==> src/rtl/rf_write_arbiter.sv <==
`default_nettype none
// ---------------------------------------------------------------------------
// rf_write_arbiter : shares the RF write port between pipeline WB and an aux
//                    requester via a small FIFO with starvation-forced drain.
// Rev 1.0
// ---------------------------------------------------------------------------
module rf_write_arbiter #(
  parameter int PROC_BITS      = 32,
  parameter int REG_ADDRS_BITS = 5,
  parameter int AUX_DEPTH      = 2,
  parameter int MAX_WAIT       = 8
) (
  input  logic                      clk,
  input  logic                      rst,
  input  logic                      i_wb_we,
  input  logic [REG_ADDRS_BITS-1:0] i_wb_addr,
  input  logic [PROC_BITS-1:0]      i_wb_data,
  input  logic                      i_aux_valid,
  input  logic [REG_ADDRS_BITS-1:0] i_aux_addr,
  input  logic [PROC_BITS-1:0]      i_aux_data,
  output logic                      o_aux_ready,
  output logic                      o_stall,
  output logic                      o_rf_we,
  output logic [REG_ADDRS_BITS-1:0] o_rf_addr,
  output logic [PROC_BITS-1:0]      o_rf_data
);

  localparam int PTR_W  = $clog2(AUX_DEPTH);
  localparam int CNT_W  = $clog2(AUX_DEPTH) + 1;
  localparam int WAIT_W = $clog2(MAX_WAIT + 1);

  typedef enum logic [0:0] {
    ST_IDLE  = 1'b0,
    ST_FORCE = 1'b1
  } state_e;

  state_e                    state_q, state_d;
  logic [PTR_W-1:0]          wr_ptr_q, wr_ptr_d;
  logic [PTR_W-1:0]          rd_ptr_q, rd_ptr_d;
  logic [CNT_W-1:0]          count_q, count_d;
  logic [WAIT_W-1:0]         wait_q, wait_d;
  logic [REG_ADDRS_BITS-1:0] mem_addr_q [AUX_DEPTH];
  logic [PROC_BITS-1:0]      mem_data_q [AUX_DEPTH];

  logic w_empty, w_full, w_wb_eff, w_push, w_pop, w_rf_we;

  always_comb begin
    w_empty  = (count_q == '0);
    w_full   = (count_q == CNT_W'(AUX_DEPTH));
    w_wb_eff = i_wb_we && (i_wb_addr != '0);
    // Address-0 aux results complete the handshake but are never stored.
    w_push   = i_aux_valid && !w_full && (i_aux_addr != '0);
    w_pop    = !w_empty && ((state_q == ST_FORCE) || !w_wb_eff);
  end

  // Write-port mux: pipeline wins in IDLE, FIFO head wins in FORCE.
  always_comb begin
    w_rf_we   = 1'b0;
    o_rf_addr = '0;
    o_rf_data = '0;
    if (state_q == ST_FORCE) begin
      w_rf_we   = !w_empty;
      o_rf_addr = mem_addr_q[rd_ptr_q];
      o_rf_data = mem_data_q[rd_ptr_q];
    end else if (w_wb_eff) begin
      w_rf_we   = 1'b1;
      o_rf_addr = i_wb_addr;
      o_rf_data = i_wb_data;
    end else if (!w_empty) begin
      w_rf_we   = 1'b1;
      o_rf_addr = mem_addr_q[rd_ptr_q];
      o_rf_data = mem_data_q[rd_ptr_q];
    end
  end

  assign o_rf_we     = w_rf_we && !rst;
  assign o_stall     = (state_q == ST_FORCE);
  assign o_aux_ready = !w_full;

  always_comb begin
    state_d  = ST_IDLE;
    wr_ptr_d = wr_ptr_q;
    rd_ptr_d = rd_ptr_q;
    count_d  = count_q;
    wait_d   = wait_q;

    if (w_push) wr_ptr_d = wr_ptr_q + PTR_W'(1);
    if (w_pop)  rd_ptr_d = rd_ptr_q + PTR_W'(1);

    if (w_push && !w_pop)      count_d = count_q + CNT_W'(1);
    else if (!w_push && w_pop) count_d = count_q - CNT_W'(1);

    if (w_empty || w_pop)                  wait_d = '0;
    else if (wait_q != WAIT_W'(MAX_WAIT)) wait_d = wait_q + WAIT_W'(1);

    // Starved head: steal the next cycle from the pipeline.
    if ((state_q == ST_IDLE) && !w_empty && !w_pop &&
        (wait_q == WAIT_W'(MAX_WAIT - 1)))
      state_d = ST_FORCE;
  end

  always_ff @(posedge clk or posedge rst) begin
    if (rst) begin
      state_q  <= ST_IDLE;
      wr_ptr_q <= '0;
      rd_ptr_q <= '0;
      count_q  <= '0;
      wait_q   <= '0;
    end else begin
      state_q  <= state_d;
      wr_ptr_q <= wr_ptr_d;
      rd_ptr_q <= rd_ptr_d;
      count_q  <= count_d;
      wait_q   <= wait_d;
    end
  end

  always_ff @(posedge clk) begin
    if (w_push) begin
      mem_addr_q[wr_ptr_q] <= i_aux_addr;
      mem_data_q[wr_ptr_q] <= i_aux_data;
    end
  end

endmodule
`default_nettype wire

==> config.mk <==
export PLATFORM = sky130hd
export DESIGN_NAME = rf_write_arbiter
export DESIGN_NICKNAME = d
export VERILOG_FILES = /design/src/rtl/rf_write_arbiter.sv
export SDC_FILE = /design/constraint.sdc
export NUM_CORES = 1
export LEC_CHECK = 0
export BUFFER_PORTS_ARGS = -buffer_cell sky130_fd_sc_hd__buf_2
export CORE_MARGIN = 2
export CORE_UTILIZATION = 51
export CTS_CLUSTER_DIAMETER = 120
export DETAILED_ROUTE_END_ITERATION = 10
export GPL_ROUTABILITY_DRIVEN = 0
export GPL_TIMING_DRIVEN = 0
export PLACE_DENSITY = 0.8
export SKIP_CTS_REPAIR_TIMING = 1
export SLEW_MARGIN = 5
export SYNTH_ARGS = -nofsm -noshare
export SYNTH_HDL_FRONTEND = slang
export SYNTH_SLANG_ARGS = --single-unit
==> constraint.sdc <==
create_clock -name clk -period 3.3 [get_ports clk]
set_clock_uncertainty 0.1 [all_clocks]
set_input_delay 0.165 -clock clk [delete_from_list [all_inputs] [get_ports clk]]
set_output_delay 0.165 -clock clk [all_outputs]
set_load 0.01 [all_outputs]
After elaboration in Yosys (flattened, before gate mapping):

Memories as Yosys holds them, arrays and structs flattened.
Cells that the tools add are included.
Widths: inputs -> output; s select.

* $add $sub $neg: 5
* multiply operators: 0
* divide/modulo/power cells: 0
* $lt $le $gt $ge: 0
* equal/unequal tests: 3
* shifts and indexed selects: 0
* muxes and demuxes: 16
* bitwise logic cells: 1
* reductions and logical operators: 23

Operators with widths (count)
* $mux 32: 3
* $mux 5: 3
* $logic_and 1x1->1: 10
* $reduce_bool 5->1: 2
* $mux 4: 2
* $logic_not 1->1: 6
* $mux 1: 6
* $add 4x1->4 const B: 1
* $eq 4x3->1 const B: 1
* $mux 2: 2
* $ne 4x4->1 const B: 1
* $reduce_bool 2->1: 2
* $add 1x1->1 const B: 2
* $add 2x1->2 const B: 1
* $eq 2x2->1 const B: 1
* $logic_not 2->1: 1
* $logic_or 1x1->1: 2
* $sub 2x1->2 const B: 1
* $not 1->1: 1

* bits in registers: 9
* bits in latches: 0
* memory bits (writable): 74
* bits in read-only memories: 0
* input bits: 78
* output and inout port bits: 40
* word-level logic and storage cells: 55
* memories kept: 2

Memories
* mem_data_q: depth 2, bits a word 32, read ports 1, clocked after memory_dff 0, wr ports 1, line 43 `logic [PROC_BITS-1:0] mem_data_q [AUX_DEPTH];`
* mem_addr_q: depth 2, bits a word 5, read ports 1, clocked after memory_dff 0, wr ports 1, line 42 `logic [REG_ADDRS_BITS-1:0] mem_addr_q [AUX_DEPTH];`

Depth between registers and ports, before layout:

Gate-level depths: netlist of run 1.

* word-level depth: 9
* mapped depth: 7

Least setup slack after synthesis of run 1:

OpenSTA, ideal clock, no wires.

* path kind: reg-to-reg
* from: reg count_q[0]
* to: mem mem_addr_q[0][0], enable pin
* setup time: 0.431 ns
* data arrival time: 2.308 ns
* data required time: 2.769 ns
* slack: 0.461 ns
* stages on the path, launching flop included: 4
* buffers on the path: 0
* cell sequence: dfrtp_1 -> nand2b_1 -> o211ai_1 -> nor2_1

* cells in the longest elaborated chain, start to end: 6

RTL lines
* start, declared: line 40 `logic [CNT_W-1:0] count_q, count_d;`
* start signal, assigned: line 113 `count_q <= count_d;`
* $eq 2x2->1: line 49 `w_full = (count_q == CNT_W'(AUX_DEPTH));`
* $logic_not 1->1
* via o_aux_ready: line 21 `output logic o_aux_ready,`
* $logic_and 1x1->1 (2 in a row): line 52 `w_push = i_aux_valid && !w_full && (i_aux_addr != '0);`
* $mux 1: line 119 `if (w_push) begin`
* $mux 1 (not written as such): line 120 `mem_addr_q[wr_ptr_q] <= i_aux_addr;`
* end, declared: line 42

The timed path passes the listed nets, and every way through them passes these cells.

Worst setup path in the final report of run 1:

* from: in i_aux_addr[0]
* to: mem mem_data_q[1][12], enable pin

* cells in the longest elaborated chain, start to end: 4

RTL lines
* start, declared: line 19 `input logic [REG_ADDRS_BITS-1:0] i_aux_addr,`
* $reduce_bool 5->1: line 52
* $logic_and 1x1->1: line 52
* $mux 1: line 119
* $mux 1 (not written as such): line 121 `mem_data_q[wr_ptr_q] <= i_aux_data;`
* end, declared: line 43

No other way between the ends.

==> results of run 1 <==
through the flow:
stage / setup TNS [ps] / power (mW) / setup slack (ps) / hold WS [ps]
finish: 0 / 3.429 / 763.5 / 169.4
global route: 0 / 3.628 / 670.5 / 189.6
CTS: 0 / 3.427 / 1083 / -315.6
detailed placement: 0 / 2.750 / 955.9 / 58.68
global placement: -15650 / 2.674 / -425.0 / 50.65
floorplan: 0 / 2.329 / 461.0 / -98.83
worst max-delay path, cell delays in order:
cell           delay (ps)
dlygate4sd3_1         530
buf_2                 130
or4_1                 540
o211ai_1              410
inv_1                 110
and2_2                390
buf_16                240
metal layers:
metal | part of all wire | routed length [µm] | vias to the layer above | global-route usage
met5 | 0 | 0 | - | 0
met3 | 0.054 | 395 | 9 | 0.04296
met2 | 0.51 | 3755 | 81 | 0.2807
li1 | - | - | 1168 | -
met1 | 0.42 | 3125 | 1175 | 0.2156
met4 | 0.012 | 90 | 0 | 0.06513
layout make-up:
cell class | count | area [µm²] | share of cell area
Timing Repair Buffer | 157 | 1021 | 0.2010
Multi-Input combinational cell | 115 | 1204 | 0.2369
Inverter | 4 | 15.01 | 0.002956
Buffer | 10 | 86.33 | 0.01700
Sequential cell | 83 | 2447 | 0.4818
Clock inverter | 5 | 55.05 | 0.01084
Clock buffer | 10 | 127.6 | 0.02512
Tap cell | 99 | 123.9 | 0.02438
sequential cells by signal (all words and copies together), names as in the netlist:
register / cells
wr_ptr_q: 1
count_q: 2
wait_q: 4
mem_addr_q: 10
rd_ptr_q: 1
mem_data_q: 64
o_stall: 1
kinds of logic after synthesis:
group / share of synthesized area
buffers and inverters: 0.02707
XOR/XNOR: 0.01871
AO/OA/AOI/OAI: 0.1578
AND/OR/NAND/NOR: 0.03109
flip-flops: 0.6537
adder cells (fa/ha/maj): 0.01003
multiplexers: 0.1016
where the power goes:
part / leakage, nW / internal (mW) / switching, mW
Clock: 0.0898 / 0.343 / 0.339
Sequential: 0.802 / 1.42 / 0.0749
Combinational: 1.18 / 0.553 / 0.699
Total: 2.07 / 2.32 / 1.11
cells in the final DEF, fill, tap and decap left out:
cell	synthesis	routed
nor3_1	1	1
nor2_2	1	1
dfrtp_1	9	9
xor2_1	4	4
clkinv_2	0	1
clkinv_4	0	1
nor2_1	6	5
dlygate4sd3_1	0	38
mux2i_1	38	38
nand2_1	7	7
edfxtp_1	74	74
inv_1	4	4
ha_1	3	3
nand3b_1	1	1
clkbuf_1	1	2
and2_2	0	1
buf_6	6	6
or4_4	1	1
xnor2_1	4	4
clkinvlp_4	0	1
o21a_1	1	1
o211ai_1	2	2
or2_2	1	1
clkbuf_8	0	9
buf_16	0	2
buf_2	3	120
a21oi_4	1	1
nand2b_1	1	1
o21ai_4	1	1
nor2b_1	1	1
bufinv_16	0	1
o2bb2ai_1	2	2
nor2_4	0	1
o2bb2ai_4	3	3
nand3_1	1	1
clkinv_1	0	1
o2bb2ai_2	27	27
o21ai_0	6	6
or4_1	1	1
how the worst min path moves through the flow:
stage	end	startpoint	slack, ps
floorplan	count_q[0]	rst	-100
global placement	wait_q[1]	rst	50
detailed placement	wr_ptr_q	rst	60
CTS	rd_ptr_q	rst	-320
global route	wr_ptr_q	i_aux_valid	190
finish	wr_ptr_q	i_aux_valid	170
==> impl_results.md, run 1 <==
* Syn Inst Count at around 210
* Area Growth Syn to Fin at 35.70%
* Final setup fails at 0
* Post-route cell area at slightly above 5000 µm²
* Cells after DPL at between 400 and 500
* Pins Over Slew Limit at 0
* Yosys cell types at 30
* Min Tclk post-route at between 2000 and 3000 ps
* Initial core utilization at 0.5217
* Crit path from: i_aux_addr[0]
* Total clock buffers created by CTS at 9
* Final Instance Count excl. Fillers at approximately 480
* Largest net degree at the start of global routing at 22
* Syn nets at between 200 and 300
* Crit. End Element: register
* Die width at ~90 µm
* Crit path to: mem_data_q[1][12]
* Number of remaining DRC errors at 0
* Outcome: completed
* Unrepaired setup endpoints after global routing: no
* Area leader, netlist: edfxtp_1
* Synth top cells by count: edfxtp_1 (74), mux2i_1 (38), o2bb2ai_2 (27)
* Maximum vdd drop at about 420 µV
* Number of clock sinks at between 80 and 90
* Share of flip-flops with an asynchronous set or reset at 0.1084
* Die Y at 89.68 µm
* Ys Warns at 0
* Crit path DAT at 2530 ps
* Reg2Reg Setup Slack at roughly 1300 ps
* Placed cell area at about 4500 µm²
* R2R Path End: mem_data_q[1][12]
* Type of the worst min-delay path: input port to register
* Detailed router's first-iteration violation count at 60
* Port Buf Inserts at between 100 and 150
* Cell with the most instances after synthesis: edfxtp_1
* Gr usage total at 0.1696
* H-tree depth at 3
* Worst EP required at approximately 3300 ps
* Post-synth EDFFs at 74
* Root buffer cell: clkbuf_8
* Final HPWL from detailed placement at ~4900 µm
* Final ANT Viol Nets at 0
* Mapped Area at 3744 µm²
* Synth top area share at 0.5936
* Reg clk slew, reported paths at 80 ps
* Slew headroom at 0.4787
* Fmax at roughly 0.39 GHz
* Max-cap viol count at 0
* Period utilization at 0.7686
* WHS Path Cells at 3
* Total grt overflow at 0
* DR WL/cell at 15.25 µm
* Actual slew at the worst max-slew pin at 781.9 ps
* DIE AREA at 8042 µm²
* Leak at ~2.1 nW
* Pre-Repair DR Iteration Count at 4
* Vias/cell at just over 5
* Endpoints failing hold at 0
* Number of global-route vias before repair at 2082
* Insertion delay to the later sink of the worst-skew pair at around 330 ps
* Syn_area_per_cell at 17.66 µm²
* Initial antenna violation count at 0
* Top_reg_cell synth: edfxtp_1
* Clk buf depth at 2
* Area contributors post-synth: edfxtp_1 (59%), o2bb2ai_2 (11%), mux2i_1 (10%)
* NumNets Final at about 460
* Worst-path fanout max at 19
* Filler cells at approximately 490
* Core area at just over 7000 µm²
* WL final at roughly 7400 µm
* FF-to-FF path depth at 5
* Vias at between 2k and 2.5k
* First-pass GRT wire length at approximately 10000 µm
* Reg-to-reg startpoint: count_q[0]
* Synth Register Bits at 83
* Final design utilization at 0.7079
* Top-Level Pins at about 120
* Layout cells sized above 1 at 0.4635
* Antenna Cells at 0
* Pwr dens at 675.0 nW/µm²
* Seq/Total Area, Yosys at 0.6537
* CTS tree: built
* Critical path class: input port to register
* Rows at 31
* Crit start category: input port
(Power assumes the default switching activity.)
==> run 2: changes to the inputs <==
Settings changed: CORE_UTILIZATION 51 to 46, PLACE_DENSITY 0.8 to 0.76.
Clock period 3.3 ns to 2.2 ns, I/O delays scaled along.
==> run 2 against run 1 <==
Net effect:
- via count down 1.2%
- clock-buffer cell count unchanged
- sequential power up 50%
- sequential share of layout area down 0.50 points
- setup slack worse by 630 ps
- non-clock buffer count unchanged
- clock power up 89%
- first-iteration DRC count up 10%
- worst hold slack worse by 6.9 ps
- critical path type is now register to output port
==> impl_results.md, run 2 (synthesized netlist as in run 1, its figures left out) <==
* Insertion delay to the later sink of the worst-skew pair at 350 ps (+20 ps)
* Crit start category: register
* Biggest registers after layout: mem_data_q (64), mem_addr_q (10), wait_q (4)
* Worst EP required at 1990 ps (-1300 ps)
* Post-place setup slack at -98.09 ps (-1054 ps)
* Vias/cell at 4.926 (-2.2%)
* Slew headroom at 0.5279 (+0.04915)
* Gr usage total at 0.1574 (-0.01221)
* Detailed router's first-iteration violation count at 66 (+10%)
* WHS Endpoint: wait_q[2]
* Largest net degree at the start of global routing at 38 (+73%)
* Slowest-stage cell, CP: dfrtp_1
* Hold Path Origin: i_wb_addr[3]
* Commonest non-fill, non-tap cells in the layout: buf_2 (118), edfxtp_1 (74), mux2i_1 (38), dlygate4sd3_1 (38), o2bb2ai_2 (27)
* Bufs and invs on worst path at 3 (-1)
* Crit. End Element: output port
* Worst-path fanout max at 10 (-9)
* Crit path from: count_q[0]
* Outcome: completed
* Die Y at 94.21 µm (+5.1%)
* Final ANT Viol Nets at 0 (unchanged)
* Port Buf Inserts at 117 (unchanged)
* Maximum vdd drop at 660.5 µV (+59%)
* Critical path depth at 6 (-1)
* Max reg flops at 64 (unchanged)
* WL final at 7347 µm (-0.27%)
* Final setup fails at 0 (unchanged)
* Post-route cell area at 5134 µm² (+1.1%)
* Initial core utilization at 0.4795 (-0.04222)
* Total grt overflow at 0 (unchanged)
* DR WL/cell at 15.06 µm (-1.3%)
* Vias at 2404 (-1.2%)
* Type of the worst min-delay path: input port to register
* Number of clock sinks at 83 (unchanged)
* Antenna Cells at 0 (unchanged)
* CTS tree: built
* Layout cells sized above 1 at 0.4715 (+0.007961)
* Fmax at just under 0.5 GHz
* Actual slew at the worst max-slew pin at 705.1 ps (-76.82 ps)
* Sequence of cells on the critical path: or2_2, a21oi_4, buf_12, buf_6, o2bb2ai_2, buf_2
* Commonest non-fill, non-tap cell in the layout: buf_2
* Worst path max stage delay at 430 ps (-110 ps)
* Number of remaining DRC errors at 0 (unchanged)
* Crit-path leading delay family: buffers and inverters
* Period utilization at 0.9380
* Initial antenna violation count at 0 (unchanged)
* Reg-to-reg startpoint: count_q[0]
* FF-to-FF path depth at 4 (-1)
* NumNets Final at 462 (+0.22%)
* Area Growth Syn to Fin at 37.13%
* Pwr dens at 1049 nW/µm² (+55%)
* Number of global-route vias before repair at 2227 (+7.0%)
* H-tree depth at 3 (unchanged)
* Clk buf depth at 2 (unchanged)
* Pre-Repair DR Iteration Count at 4 (unchanged)
* Root buffer cell: clkbuf_8
* Placed cell area at 4466 µm² (-1.1%)
* DIE AREA at 8876 µm² (+10%)
* Die width at 94.21 µm (+5.1%)
* Hold_ws at 162.5 ps (-6.876 ps)
* Rows at 32 (+3.2%)
* Largest Register: mem_data_q
* Leak at 2.097 nW (+1.1%)
* Min Tclk post-route at 2064 ps
* Top-Level Pins at 118 (unchanged)
* Pins Over Slew Limit at 0 (unchanged)
* Endpoints failing hold at 0 (unchanged)
* Reg clk slew, reported paths at 80 ps (about the same)
* Core area at 7807 µm² (+8.8%)
* First-pass GRT wire length at 10340 µm (+3.5%)
* Final WS setup at 136.3 ps (-627.1 ps)
* Final HPWL from detailed placement at 4630 µm (-6.3%)
* Crit path DAT at 1850 ps (-680 ps)
* R2R Path End: mem_data_q[1][7]
* WHS Path Cells at 3 (unchanged)
* Critical path class: register to output port
* Max-cap viol count at 0 (unchanged)
* PnR Total Power at 5.386 mW (+57%)
* Total clock buffers created by CTS at 9 (unchanged)
* Reg2Reg Setup Slack at 150 ps (-1110 ps)
run 2: through the flow:
stage / util / setup TNS (ps) / instances
global route: 0.6575 / -107.7 / 488
detailed placement: 0.5720 / -4536 / 431
floorplan: - / 0 / 212
CTS: 0.6029 / -2047 / 447
global placement: 0.5720 / -3478 / 431
finish: 0.6575 / 0 / 488
run 2: how the worst max path moves through the flow:
stage / end
after floorplan: mem_addr_q[1][0]
after global placement: mem_data_q[1][20]
after detailed placement: mem_data_q[1][15]
after CTS: mem_data_q[0][26]
after global routing: mem_data_q[1][22]
final: o_rf_data[25]
run 2: area by class of cell:
class / count / area (µm²)
buffer: 10 / 92.59
clock buffer: 10 / 127.6
clock inverter: 6 / 113.9
fill: 595 / 2674
inverter: 4 / 15.01
multi-input combinational: 116 / 1216
sequential: 83 / 2447
tap: 102 / 127.6
timing repair buffer: 157 / 993.5
run 2: layer usage:
layer,GRT usage,vias up,wire (µm)
met5,0,-,0
met4,0.07488,0,150
met3,0.03531,13,364
met2,0.2762,75,3881
met1,0.1817,1144,2951
li1,-,1172,-
run 2: worst reg2reg max path: cells and delay by family (launching register included):
family,cells,cell delay [ps]
AND/OR/NAND/NOR,2,660
flip-flops,1,410
AO/OA/AOI/OAI,1,300
buffers and inverters,1,180
run 2: report_power, final:
| group | switching [mW] | internal [mW] | leakage, nW |
|---|---|---|---|
| clock | 0.532 | 0.756 | 0.113 |
| combinational | 1.03 | 0.813 | 1.18 |
| sequential | 0.122 | 2.13 | 0.802 |
| total | 1.68 | 3.70 | 2.10 |
==> run 3: changes to the inputs <==
Settings changed: PLACE_DENSITY 0.76 to 0.77.
==> run 3 against run 2 <==
Net effect:
- combinational power is essentially flat
- critical path depth shrank 3
- highest routed layer unchanged
- clock-buffer cell count is the same
- global-route usage grew 0.93 points
- maximum frequency shrank 4.9%
- critical path type is now register to register
- via count grew 2.5%
- sequential power is essentially flat
- largest power group unchanged
- critical endpoint is now mem_data_q[0][18]
==> impl_results.md, run 3 (synthesized netlist as in run 1, its figures left out) <==
* Sequential power share at 0.431 (+0.012)
* Largest net degree at the start of global routing at 38 (unchanged)
* Hold_ws at 112.3 ps (-50.21 ps)
* Sw power at 1.673 mW (-0.65%)
* Number of clock sinks at 83 (unchanged)
* Commonest non-fill, non-tap cells in the layout: buf_2 (118), edfxtp_1 (74), mux2i_1 (38), dlygate4sd3_1 (38), o2bb2ai_2 (27)
* Gr usage total at 0.1668 (+0.009341)
* DIE AREA at 8876 µm² (unchanged)
* Actual slew at the worst max-slew pin at 1108 ps (+402.4 ps)
* Largest Register: mem_data_q
* Reg clk slew, reported paths at 80 ps (about the same)
* Crit path to: mem_data_q[0][18]
* Insertion delay to the later sink of the worst-skew pair at 340 ps (about the same)
* Number of global-route vias before repair at 2328 (+4.5%)
* Reg-to-reg startpoint: count_q[0]
* Die width at 94.21 µm (unchanged)
* Crit start category: register
* Total grt overflow at 0 (unchanged)
* Maximum vdd drop at 725.8 µV (+9.9%)
* R2R Path End: mem_data_q[0][18]
* Vias/cell at 5.062 (+2.7%)
* DR WL/cell at 15.64 µm (+3.9%)
* Period utilization at 0.9862 (+0.04817)
* Port Buf Inserts at 117 (unchanged)
* Antenna Cells at 0 (unchanged)
* Detailed router's first-iteration violation count at 55 (-17%)
* Outcome: completed
* Pwr dens at 1031 nW/µm² (-1.7%)
* Biggest registers after layout: mem_data_q (64), mem_addr_q (10), wait_q (4)
* Top-Level Pins at 118 (unchanged)
* Initial antenna violation count at 0 (unchanged)
* Area Growth Syn to Fin at 35.76%
* Unrepaired setup endpoints after global routing: yes
* Worst-path fanout max at 37 (+27)
* Rows at 32 (unchanged)
* Core area at 7807 µm² (unchanged)
* Pins Over Slew Limit at 0 (unchanged)
* Number of remaining DRC errors at 0 (unchanged)
* Min Tclk post-route at 2170 ps (+106.0 ps)
* Filler cells at 587 (-1.3%)
* Crit path DAT at 2030 ps (+180 ps)
* Fmax at 0.4609 GHz (-4.9%)
* Root buffer cell: clkbuf_8
* Clk network pwr share at 0.218 (-0.021)
* Pint at 3.568 mW (-3.6%)
* Endpoints failing hold at 0 (unchanged)
* Leak at 2.082 nW (-0.68%)
* Sw Share at 0.3192 (+0.006561)
* Final setup fails at 0 (unchanged)
* First-pass GRT wire length at 11030 µm (+6.7%)
* Crit path from: count_q[0]
* FF-to-FF path depth at 3 (-1)
* Commonest non-fill, non-tap cell in the layout: buf_2
* Final design utilization at 0.6510 (-0.006570)
* Max reg flops at 64 (unchanged)
* Vias at 2465 (+2.5%)
* NumNets Final at 461 (-0.22%)
* Layout cells sized above 1 at 0.4675 (-0.003970)
* WL final at 7617 µm (+3.7%)
* Max-cap viol count at 0 (unchanged)
* Pre-Repair DR Iteration Count at 4 (unchanged)
* Type of the worst min-delay path: input port to register
* Comb power frac at 0.351 (+0.009)
* Initial core utilization at 0.4795 (unchanged)
* Critical path class: register to register
* Worst EP required at 2060 ps (+70 ps)
* Slew headroom at 0.2599 (-0.2680)
* Final HPWL from detailed placement at 4890 µm (+5.6%)
* Clk buf depth at 2 (unchanged)
* Reg2Reg Setup Slack at 30 ps (-120 ps)
* Total clock buffers created by CTS at 9 (unchanged)
* H-tree depth at 3 (unchanged)
* Die Y at 94.21 µm (unchanged)
* Final ANT Viol Nets at 0 (unchanged)
* CTS tree: built
* Crit. End Element: register
[run 3: changes by cell type in the layout (fill, tap and decap cells not counted), sizes merged]
cell | previous run | this run
clkinv | 1 | 3
nor2 | 8 | 7
clkinvlp | 2 | 1
bufinv | 3 | 2
[run 3: how the worst min path moves through the flow]
stage                      from          to  slack, ps  depth (start not counted)
floorplan                   rst  count_q[0]       -150                          1
finish              i_aux_valid    wr_ptr_q        110                          3
detailed placement          rst  count_q[0]         -7                          2
global placement            rst    wr_ptr_q        -10                          2
global route        i_aux_valid    wr_ptr_q        140                          3
CTS                         rst    wr_ptr_q       -390                          2
[run 3: worst max-delay path, cell delays in order (launching register included)]
cell	delay (ps)
dfrtp_1	430
nand2b_4	160
o211ai_1	180
nor2_4	890
[run 3: power groups by stage]
stage | logic (mW) | registers (mW) | clock network (mW)
2_1_floorplan | 1.24 | 2.26 | 0
3_3_place_gp | 1.75 | 2.27 | 0
3_5_place_dp | 1.78 | 2.29 | 0
4_1_cts | 1.79 | 2.25 | 1.18
5_1_grt | 2.00 | 2.29 | 1.22
6_report | 1.84 | 2.26 | 1.14
[run 3: final cells by class]
type / count / area, µm² / share of cell area
buffer: 10 / 92.59 / 0.01822
sequential: 83 / 2447 / 0.4815
timing repair buffer: 157 / 980.9 / 0.1930
clock buffer: 10 / 127.6 / 0.02511
inverter: 4 / 15.01 / 0.002954
multi-input combinational: 115 / 1211 / 0.2383
tap: 102 / 127.6 / 0.02511
clock inverter: 6 / 80.08 / 0.01576
[run 3: stage by stage]
| step | area, µm² | worst slack (ps) | power, mW | TNS, ps | cells |
|---|---|---|---|---|---|
| 2_1_floorplan | 3752 | 295.0 | 3.496 | 0 | 212 |
| 3_3_place_gp | 4466 | -93.67 | 4.018 | -3390 | 431 |
| 3_5_place_dp | 4466 | -109.6 | 4.072 | -4076 | 431 |
| 4_1_cts | 4673 | -34.24 | 5.218 | -901.6 | 447 |
| 5_1_grt | 5082 | -127.6 | 5.521 | -8234 | 487 |
| 6_report | 5082 | 30.37 | 5.241 | 0 | 487 |
[run 3: metal layers]
| layer | wire [µm] | share of wire | track usage | vias up |
|---|---|---|---|---|
| met5 | 0 | 0 | 0 | - |
| li1 | - | - | - | 1166 |
| met2 | 3922 | 0.51 | 0.2798 | 100 |
| met1 | 3171 | 0.42 | 0.2099 | 1188 |
| met4 | 118 | 0.015 | 0.07005 | 0 |
| met3 | 404 | 0.053 | 0.03451 | 11 |
